`config.mk`:
```
export PLATFORM = sky130hd
export DESIGN_NAME = mem_port_arbiter_flat
export DESIGN_NICKNAME = d
export VERILOG_FILES = /design/src/rtl/mem_port_arbiter_pkg.sv /design/src/rtl/mem_port_arbiter_if.sv /design/src/rtl/mem_port_arbiter_rr_arb2.sv /design/src/rtl/mem_port_arbiter.sv /design/src/flat_wrapper.sv
export SDC_FILE = /design/constraint.sdc
export NUM_CORES = 1
export LEC_CHECK = 0
export BUFFER_PORTS_ARGS = -buffer_cell sky130_fd_sc_hd__buf_2
export CAP_MARGIN = 5
export CORE_MARGIN = 2
export CORE_UTILIZATION = 24
export CTS_CLUSTER_DIAMETER = 100
export DETAILED_ROUTE_END_ITERATION = 6
export PLACE_DENSITY = 0.48
export SLEW_MARGIN = 10
export SYNTH_ARGS = -nofsm -noshare
export SYNTH_HDL_FRONTEND = slang
export SYNTH_SLANG_ARGS = --single-unit
```
`constraint.sdc`:
```
create_clock -name clock -period 1.5 [get_ports clock]
set_clock_uncertainty 0.1 [all_clocks]
set_input_delay 0.3 -clock clock [delete_from_list [all_inputs] [get_ports clock]]
set_output_delay 0.3 -clock clock [all_outputs]
set_load 0.005 [all_outputs]
```
`src/rtl/mem_port_arbiter_pkg.sv`:
```
// Shared types and constants for the two-requester memory port arbiter.
package mem_arb_pkg;

  typedef enum logic [1:0] {
    IDLE   = 2'd0,
    ACCESS = 2'd1,
    WAIT   = 2'd2
  } state_e;

  localparam logic REQ_CPU = 1'b0;
  localparam logic REQ_AUX = 1'b1;

  localparam int unsigned CNT_W = 3;
  typedef logic [CNT_W-1:0] cnt_t;

endpackage

```
`src/rtl/mem_port_arbiter_if.sv`:
```
// Requester and memory-side signals of the arbiter.
// The slave modport is the arbiter's view; master is the surrounding system.
interface mem_port_arbiter_if #(
  parameter int unsigned ADDR_W = 32,
  parameter int unsigned DATA_W = 64
);
  logic              r0_req;
  logic              r0_we;
  logic [ADDR_W-1:0] r0_addr;
  logic [DATA_W-1:0] r0_wdata;
  logic              r0_gnt;
  logic              r0_rvalid;
  logic              r1_req;
  logic              r1_we;
  logic [ADDR_W-1:0] r1_addr;
  logic [DATA_W-1:0] r1_wdata;
  logic              r1_gnt;
  logic              r1_rvalid;
  logic [DATA_W-1:0] rdata;
  logic              mem_en;
  logic              mem_we;
  logic [ADDR_W-1:0] mem_addr;
  logic [DATA_W-1:0] mem_wdata;
  logic [DATA_W-1:0] mem_rdata;
  logic              busy;

  modport slave (
    input  r0_req, r0_we, r0_addr, r0_wdata,
    input  r1_req, r1_we, r1_addr, r1_wdata,
    input  mem_rdata,
    output r0_gnt, r0_rvalid, r1_gnt, r1_rvalid,
    output rdata, mem_en, mem_we, mem_addr, mem_wdata, busy
  );

  modport master (
    output r0_req, r0_we, r0_addr, r0_wdata,
    output r1_req, r1_we, r1_addr, r1_wdata,
    output mem_rdata,
    input  r0_gnt, r0_rvalid, r1_gnt, r1_rvalid,
    input  rdata, mem_en, mem_we, mem_addr, mem_wdata, busy
  );
endinterface

```
`src/rtl/mem_port_arbiter_rr_arb2.sv`:
```
// Combinational two-way round-robin picker; the pointer names the favoured ID.
module rr_arb2
  import mem_arb_pkg::*;
(
  input  logic [1:0] req_i,
  input  logic       ptr_i,
  output logic       winner_o,
  output logic       any_req_o
);
  always_comb begin
    any_req_o = |req_i;
    winner_o  = REQ_CPU;
    if (req_i == 2'b11) begin
      winner_o = ptr_i;
    end else if (req_i[REQ_AUX]) begin
      winner_o = REQ_AUX;
    end
  end
endmodule

```
`src/rtl/mem_port_arbiter.sv`:
```
// Round-robin, one-access-at-a-time arbiter sharing a single-port memory
// between the CPU datapath port (r0) and a loader/debug port (r1).
module mem_port_arbiter
  import mem_arb_pkg::*;
#(
  parameter int unsigned ADDR_W  = 32,
  parameter int unsigned DATA_W  = 64,
  parameter int unsigned MEM_LAT = 2
) (
  input  logic              clock,
  input  logic              reset_n,
  mem_port_arbiter_if.slave bus
);
  state_e            state_q;
  logic              ptr_q;
  logic              win_q;
  cnt_t              cnt_q;
  logic              r0_gnt_q, r1_gnt_q;
  logic              r0_rvalid_q, r1_rvalid_q;
  logic [DATA_W-1:0] rdata_q;
  logic              mem_en_q, mem_we_q;
  logic [ADDR_W-1:0] mem_addr_q;
  logic [DATA_W-1:0] mem_wdata_q;

  logic winner, any_req, deliver;

  rr_arb2 u_rr (
    .req_i    ({bus.r1_req, bus.r0_req}),
    .ptr_i    (ptr_q),
    .winner_o (winner),
    .any_req_o(any_req)
  );

  // Read data is captured one edge early so rvalid/rdata are registered yet
  // appear in the cycle the counter reads 1 (or the first WAIT cycle when MEM_LAT=1).
  always_comb begin
    deliver = ((state_q == ACCESS) && !mem_we_q && (MEM_LAT == 1)) ||
              ((state_q == WAIT) && (cnt_q == cnt_t'(2)));
  end

  always_ff @(posedge clock) begin
    if (!reset_n) begin
      state_q     <= IDLE;
      ptr_q       <= REQ_CPU;
      win_q       <= REQ_CPU;
      cnt_q       <= '0;
      r0_gnt_q    <= 1'b0;
      r1_gnt_q    <= 1'b0;
      r0_rvalid_q <= 1'b0;
      r1_rvalid_q <= 1'b0;
      rdata_q     <= '0;
      mem_en_q    <= 1'b0;
      mem_we_q    <= 1'b0;
      mem_addr_q  <= '0;
      mem_wdata_q <= '0;
    end else begin
      r0_gnt_q    <= 1'b0;
      r1_gnt_q    <= 1'b0;
      r0_rvalid_q <= 1'b0;
      r1_rvalid_q <= 1'b0;
      mem_en_q    <= 1'b0;
      if (deliver) begin
        r0_rvalid_q <= (win_q == REQ_CPU);
        r1_rvalid_q <= (win_q == REQ_AUX);
        rdata_q     <= bus.mem_rdata;
      end
      case (state_q)
        IDLE: begin
          if (any_req) begin
            win_q       <= winner;
            ptr_q       <= ~winner;
            r0_gnt_q    <= (winner == REQ_CPU);
            r1_gnt_q    <= (winner == REQ_AUX);
            mem_en_q    <= 1'b1;
            mem_we_q    <= winner ? bus.r1_we    : bus.r0_we;
            mem_addr_q  <= winner ? bus.r1_addr  : bus.r0_addr;
            mem_wdata_q <= winner ? bus.r1_wdata : bus.r0_wdata;
            state_q     <= ACCESS;
          end
        end
        ACCESS: begin
          mem_we_q <= 1'b0;
          if (mem_we_q) begin
            state_q <= IDLE;
          end else begin
            cnt_q   <= cnt_t'(MEM_LAT);
            state_q <= WAIT;
          end
        end
        WAIT: begin
          cnt_q <= cnt_q - cnt_t'(1);
          if (cnt_q <= cnt_t'(1)) begin
            state_q <= IDLE;
          end
        end
        default: state_q <= IDLE;
      endcase
    end
  end

  assign bus.r0_gnt    = r0_gnt_q;
  assign bus.r1_gnt    = r1_gnt_q;
  assign bus.r0_rvalid = r0_rvalid_q;
  assign bus.r1_rvalid = r1_rvalid_q;
  assign bus.rdata     = rdata_q;
  assign bus.mem_en    = mem_en_q;
  assign bus.mem_we    = mem_we_q;
  assign bus.mem_addr  = mem_addr_q;
  assign bus.mem_wdata = mem_wdata_q;
  assign bus.busy      = (state_q != IDLE);
endmodule

```
`src/flat_wrapper.sv`:
```
// flat-port wrapper written by rule: the top's interface ports become plain ports
module mem_port_arbiter_flat import mem_arb_pkg::*;
#(
  parameter int unsigned ADDR_W  = 32,
  parameter int unsigned DATA_W  = 64,
  parameter int unsigned MEM_LAT = 2
)
  (clock, reset_n, bus_r0_req, bus_r0_we, bus_r0_addr, bus_r0_wdata, bus_r1_req, bus_r1_we, bus_r1_addr, bus_r1_wdata, bus_mem_rdata, bus_r0_gnt, bus_r0_rvalid, bus_r1_gnt, bus_r1_rvalid, bus_rdata, bus_mem_en, bus_mem_we, bus_mem_addr, bus_mem_wdata, bus_busy);
  mem_port_arbiter_if #(.ADDR_W(ADDR_W), .DATA_W(DATA_W)) bus_i ();
  input  logic clock;
  input  logic reset_n;
  input wire logic [$bits(bus_i.r0_req)-1:0] bus_r0_req;
  input wire logic [$bits(bus_i.r0_we)-1:0] bus_r0_we;
  input wire logic [$bits(bus_i.r0_addr)-1:0] bus_r0_addr;
  input wire logic [$bits(bus_i.r0_wdata)-1:0] bus_r0_wdata;
  input wire logic [$bits(bus_i.r1_req)-1:0] bus_r1_req;
  input wire logic [$bits(bus_i.r1_we)-1:0] bus_r1_we;
  input wire logic [$bits(bus_i.r1_addr)-1:0] bus_r1_addr;
  input wire logic [$bits(bus_i.r1_wdata)-1:0] bus_r1_wdata;
  input wire logic [$bits(bus_i.mem_rdata)-1:0] bus_mem_rdata;
  output wire logic [$bits(bus_i.r0_gnt)-1:0] bus_r0_gnt;
  output wire logic [$bits(bus_i.r0_rvalid)-1:0] bus_r0_rvalid;
  output wire logic [$bits(bus_i.r1_gnt)-1:0] bus_r1_gnt;
  output wire logic [$bits(bus_i.r1_rvalid)-1:0] bus_r1_rvalid;
  output wire logic [$bits(bus_i.rdata)-1:0] bus_rdata;
  output wire logic [$bits(bus_i.mem_en)-1:0] bus_mem_en;
  output wire logic [$bits(bus_i.mem_we)-1:0] bus_mem_we;
  output wire logic [$bits(bus_i.mem_addr)-1:0] bus_mem_addr;
  output wire logic [$bits(bus_i.mem_wdata)-1:0] bus_mem_wdata;
  output wire logic [$bits(bus_i.busy)-1:0] bus_busy;
  assign bus_i.r0_req = bus_r0_req;
  assign bus_i.r0_we = bus_r0_we;
  assign bus_i.r0_addr = bus_r0_addr;
  assign bus_i.r0_wdata = bus_r0_wdata;
  assign bus_i.r1_req = bus_r1_req;
  assign bus_i.r1_we = bus_r1_we;
  assign bus_i.r1_addr = bus_r1_addr;
  assign bus_i.r1_wdata = bus_r1_wdata;
  assign bus_i.mem_rdata = bus_mem_rdata;
  assign bus_r0_gnt = bus_i.r0_gnt;
  assign bus_r0_rvalid = bus_i.r0_rvalid;
  assign bus_r1_gnt = bus_i.r1_gnt;
  assign bus_r1_rvalid = bus_i.r1_rvalid;
  assign bus_rdata = bus_i.rdata;
  assign bus_mem_en = bus_i.mem_en;
  assign bus_mem_we = bus_i.mem_we;
  assign bus_mem_addr = bus_i.mem_addr;
  assign bus_mem_wdata = bus_i.mem_wdata;
  assign bus_busy = bus_i.busy;
  mem_port_arbiter #(.ADDR_W(ADDR_W), .DATA_W(DATA_W), .MEM_LAT(MEM_LAT)) u_core (.clock(clock), .reset_n(reset_n), .bus(bus_i));
endmodule
```
==> metrics, run 1 <==
status complete, but fails checks; failing checks setup timing; initial antenna violation count 2; 1st-pass router iterations 4; post-synthesis simple-gate area fraction 0.201; Setup Crit Path Kind register to output pin; first-pass GRT wire length roughly 45 mm; switching share of power 0.305; XOR/XNOR Fraction of Synth Area 0; Min-Delay Path Class input port to register; initial core utilization 0.243; leading cell type in the layout, fill and taps excluded buf_2; post-synthesis register bit count around 170; final hold vios 0; Slowest cell on crit path dfxtp_2; synth top area cells dfxtp_1 48%, nand4_1 8.4%, nand2_1 6.9%; Async S/R FF share, synth 0; CTS tree done; post-layout min period 1.60 ns; area delta synth->final 68.1%; Worst-Skew Late Latency around 0.42 ns; CORE AREA 29,600 µm²; worst-path fanout max 4; layout cells sized above 1 0.429; I/O pin count ~430; Synthesized Nets 1,154; clk sinks 173; clock power share 0.377; Least-Margin Pin Slew 0.455 ns; worst path required time around 1.1 ns; Synth Warn # 0; register area share after synthesis 0.483; largest net degree at the start of global routing just under 60; share of the synthesized area in the top cell type 0.483; htree depth 4; Min Hold Slack around 0.026 ns; Post-DP HPWL between 15 and 20 mm; IO buf count 428; combinational share of power 0.217; mux share of post-synthesis cell area 0.00140; Congestion Overflow GR 0; Detailed Route Iter0 Violations ~380; DRC Markers 0; Die Width approximately 180 µm; Clk Tree Root Cell clkbuf_16; Slew headroom 0.696; fin nets approximately 1,700; most frequent cells in the layout 426 x buf_2, 170 x dfxtp_1, 118 x nand2_1, 108 x inv_1, 96 x nand4_1; Fin Setup TNS -7.07 ns; Max Slew Vio Count 0; post-synth top area cell dfxtp_1; adder-cell share of the synthesized area 0.00523; clk buf depth 2; Compound-Gate Fraction of Synth Area 0.195; fin worst setup slack -0.0970 ns; syn_area_per_cell between 8 and 9 µm²; Cell Pwr Density just over 1000 nW/µm²; post-synthesis instance total 889; max incr delay on CP 0.35 ns; number of synthesized flops with an enable pin 0; unrepaired setup endpoints after global routing yes; row cnt between 60 and 70; CP Launch Type register; routed length per placed instance roughly 17 µm; critical path cell sequence nor2_4, inv_4, buf_12, buf_6; Crit. End Element output pin; CTS Buf Count 17; Die H ~180 µm; Max rail drop VDD between 0.6 and 0.7 mV; post-layout instance area about 12,000 µm²; vias after detailed routing 8,380; leakage power 0.00548 µW; Max-Cap Viols 0; main combinational cell family by area after synthesis simple AND/OR/NAND/NOR gates; vias per cell 4.67; Synth Cell Area approximately 7200 µm²; Reg clk slew, reported paths 0.07 ns; Die Footprint 31,300 µm²; vias in the first global route 8,248; Main synth FF type dfxtp_1; cell family with most CP delay flip-flops; final period utilization 1.06; Net Sw Power around 3800 µW; CP arrival 1.20 ns; Final Power 12,500 µW; cell area after placement 10,200 µm²; WP buf/inv 3; GRT Total Usage 0.180; Routed Antenna Nets 0; endpoints failing setup ~150; internal power slightly below 9000 µW; share of power burned in registers 0.407; GPL Wtd Cong 0.789; post-detailed-routing wire length approximately 30 mm; Synth cell types 33; Max Clk Rate 626 MHz
## registers in the layout (all words and copies together), names as in the netlist, 2 cells and up
| signal | cells |
|---|---|
| u_core.cnt_q | 3 |
| u_core.state_q | 2 |
| u_core.bus.mem_addr | 32 |
| u_core.bus.mem_wdata | 64 |
| u_core.bus.rdata | 64 |
## cell families (layout without fill, tap and decap cells)
| family | count (synthesis) | after routing |
|---|---|---|
| simple gates | 292 | 292 |
| buf+inv | 201 | 716 |
| compound gates | 219 | 219 |
| other cells | 0 | 2 |
| fa+ha+maj | 3 | 3 |
| flops | 173 | 173 |
| mux | 1 | 1 |
## repair_timing
item | CTS | global route
hold endpoints to repair | 77 | 0
hold buffers | 78 | 0
pin swaps | 32 | 15
resized for setup | 13 | 67
endpoints found under the setup margin | 71 | 165
setup buffers | 4 | 0
gates cloned | 1 | 4
## worst min-delay path, delay by kind of cell
kind	cells	cell delay, ns
AO/OA/AOI/OAI	1	0.05
buffers and inverters	1	0.10
AND/OR/NAND/NOR	1	0.05
## area by class of cell
cell class                      instances  area, µm²
Timing Repair Buffer                  574       3880
Fill cell                            3115      17500
Clock buffer                           17        425
Inverter                              110        417
Antenna cell                            2       5.00
Sequential cell                       173       3470
Multi-Input combinational cell        515       3180
Tap cell                              390        488
Clock inverter                         15        194
## synth_stat cells (2+ instances only)
cell type	instances
buf_1	4
nand2b_1	3
nand4_1	96
o21ai_0	40
o211a_1	3
nor2_1	3
clkbuf_1	55
and3_1	2
nand3_1	45
o221ai_1	52
ha_1	3
buf_2	21
a31oi_1	44
nor3_1	6
o21a_1	2
buf_4	9
nand2_1	131
inv_1	109
nor2_2	2
clkbuf_2	2
o21ai_1	5
a21oi_1	69
dfxtp_1	173
## stage by stage
| stage | cells | util | setup WS [ns] |
|---|---|---|---|
| floorplan | 889 | - | 0.0143 |
| CTS | 1790 | 0.395 | -0.117 |
| global placement | 1675 | 0.344 | -0.0407 |
| global route | 1795 | 0.408 | -0.163 |
| finish | 1796 | 0.408 | -0.0970 |
| detailed placement | 1675 | 0.344 | -0.0507 |
## per-layer routing
| metal | share of wire | global-route usage |
|---|---|---|
| met3 | 0.069 | 0.0500 |
| met2 | 0.50 | 0.311 |
| met1 | 0.41 | 0.215 |
| met5 | 0 | 0 |
| met4 | 0.022 | 0.0610 |
## power by group through the flow
stage / registers (µW) / logic [µW] / clock network (µW)
finish: 5090 / 2710 / 4720
global route: 5140 / 2970 / 5100
CTS: 5090 / 2580 / 4940
detailed placement: 5190 / 2310 / 0
global placement: 5190 / 2320 / 0
floorplan: 5210 / 987 / 0
## final timing paths
kind	slack, ns	to	startpoint	cells past startpoint
worst min-delay path	0.03	u_core.bus.rdata[29]	bus_mem_rdata[29]	3
worst max-delay path	-0.1	bus_busy	u_core.state_q[1]	4
worst max register to register	-0.09	u_core.bus.mem_wdata[46]	u_core.state_q[0]	7
worst min register to register	0.35	u_core.bus.rdata[39]	u_core.bus.rdata[39]	2
Note: power is estimated with default switching activity, not from simulation.
==> inputs of run 2 (changes only) <==
CORE_MARGIN = 1.5   (was 2)
==> run 2 against run 1 <==
Register-to-register slack worse by 0.06 ns; sequential share of layout area decreased by 1.3 points; cell count up 1.9%; critical endpoint is now u_core.bus.mem_wdata[46]; worst hold slack worse by 0.011 ns; flip-flop and latch count unchanged; final area is 4.8% higher; core utilization increased by 2.0 points; worst setup slack got worse by 0.054 ns; the flow still finishes with violations (setup timing); wire length up 7.9%; combinational power up 17%; clock power is 10% lower; non-clock buffer count is 35 higher.
==> metrics, run 2 (same netlist as run 1, synthesis figures left out) <==
status complete, but fails checks; failing checks setup timing; CP most frequent cell buf_6; layout cells sized above 1 0.434; Die H approximately 180 µm; crit path from u_core.state_q[0]; Worst-Skew Late Latency approximately 0.43 ns; most frequent cells in the layout 426 x buf_2, 170 x dfxtp_1, 128 x nand2_1, 107 x inv_1, 96 x nand4_1; # fillers 3,007; endpoints failing setup 151; Routed Antenna Nets 0; Final Power around 13,000 µW; Reg clk slew, reported paths approximately 0.07 ns; hold path startpoint bus_mem_rdata[10]; vias per cell 4.79; Clk Tree Root Cell clkbuf_16; Worst Reg2Reg Path Length in Cells 8; row cnt 63; share of power burned in registers 0.407; flop2flop setup slack -0.15 ns; vias in the first global route about 8,400; DRC Markers 0; CTS tree done; hold path depth 3; Least-Margin Pin Slew 0.527 ns; htree depth 4; Min-Delay Path Class input port to register; GRT Total Usage 0.194; reg-to-reg endpoint u_core.bus.mem_wdata[46]; IO buf count 428; worst-path fanout max 7; initial core utilization 0.243; clock power share 0.339; first-pass GRT wire length around 47 mm; leakage power approximately 0.0058 µW; cell family with most CP delay buffers and inverters; Max Clk Rate 606 MHz; routed length per placed instance 17.5 µm; Setup Crit Path Kind register to register; Die Footprint 30,900 µm²; critical path cell sequence buf_6, a211oi_4, buf_6, buf_6, buf_8, clkbuf_16, nand4_1, o221ai_1; CTS Buf Count 17; Cell Pwr Density a little under 1000 nW/µm²; Slew headroom 0.649; fin worst setup slack -0.151 ns; Max-Cap Viols 0; GPL Wtd Cong around 0.77; initial antenna violation count 5; register area 3470 µm²; worst path required time ~1.8 ns; vias after detailed routing ~9,000; I/O pin count 429; Worst Hold Path EP u_core.bus.rdata[10]; area delta synth->final 76.2%; reg2reg start u_core.state_q[0]; Crit. End Element register; Slowest cell on crit path dfxtp_4; clk buf depth 2; WP buf/inv 5; CORE AREA roughly 30,000 µm²; Net Sw Power roughly 3800 µW; post-layout min period roughly 1.7 ns; Congestion Overflow GR 0; Post-DP HPWL between 20 and 25 mm; combinational share of power 0.254; DP Worst Slack -0.0576 ns; Die Width 176 µm; switching share of power 0.301; post-detailed-routing wire length 32.1 mm; 1st-pass router iterations 4; CP arrival approximately 1.9 ns; final hold vios 0; Max rail drop VDD 0.712 mV; Max Slew Vio Count 0; clk sinks ~170; final period utilization 1.10; largest net degree at the start of global routing 96; CP Launch Type register; Min Hold Slack ~0.015 ns; fin nets between 1,500 and 2,000; max incr delay on CP between 0.3 and 0.4 ns; unrepaired setup endpoints after global routing yes; Detailed Route Iter0 Violations about 420; leading cell type in the layout, fill and taps excluded buf_2; internal power between 8000 and 9000 µW; Multi-input gate area ~3200 µm²
-- run 2: changes by cell type in the layout (fill, tap and decap cells not counted), moves of 4 or more --
cell	change
nand2_1	+10
nand3_2	-4
dlygate4sd3_1	+5
inv_8	-4
buf_6	+11
clkbuf_16	+4
buf_16	+9
nand3_1	+4
nand2_2	-11
-- run 2: metrics by stage --
step            util  std cells  cell area [µm²]  TNS, ns
5_1_grt        0.428       1831            12600   -20.38
3_5_place_dp   0.343       1676            10100    -2.65
3_3_place_gp   0.343       1676            10100  -0.0312
6_report       0.428       1831            12600   -10.65
2_1_floorplan      -        889             7180        0
4_1_cts        0.412       1821            12200    -7.70
-- run 2: layer usage --
metal	vias to the layer above	track usage	part of all wire
met5	-	0	0.0012
met4	6	0.0620	0.017
met3	38	0.0446	0.063
met2	340	0.335	0.50
met1	4149	0.238	0.42
li1	4231	-	-
-- run 2: layout make-up --
class / count / area share
clock inverters: 14 / 0.00891
repair buffers: 609 / 0.359
flip-flops and latches: 173 / 0.275
inverters: 110 / 0.0330
clock buffers: 18 / 0.0340
diodes: 2 / 0.000396
well taps: 390 / 0.0386
multi-input cells: 515 / 0.252
-- run 2: worst max-delay path by stage --
stage	endpoint	slack, ns	depth (start not counted)
2_1_floorplan	u_core.bus.mem_addr[0]	0.01	7
3_3_place_gp	u_core.bus.mem_wdata[57]	-0.02	6
3_5_place_dp	u_core.bus.mem_addr[24]	-0.06	5
4_1_cts	bus_busy	-0.14	4
5_1_grt	u_core.bus.mem_wdata[44]	-0.24	8
6_report	u_core.bus.mem_wdata[46]	-0.15	8
-- run 2: worst register-to-register path: cells and delay by family, from the launching register on --
family	cells	cell delay (ns)
buffers and inverters	5	0.67
AO/OA/AOI/OAI	2	0.37
flip-flops	1	0.36
AND/OR/NAND/NOR	1	0.08
-- run 2: repair_timing --
item	4_1_cts	5_1_grt
resized for setup	42	67
buffers inserted	18	3
endpoints found under the setup margin	93	164
cloned	13	9
endpoints found under the hold margin	82	0
hold buffers	83	0
pin swaps	76	19
-- run 2: power by group through the flow --
stage	sequential, µW	combinational, µW	clock [µW]
after floorplan	5210	987	0
after global placement	5190	2290	0
after detailed placement	5200	2290	0
after CTS	5100	3000	4420
after global routing	5140	3430	4580
final	5100	3180	4250
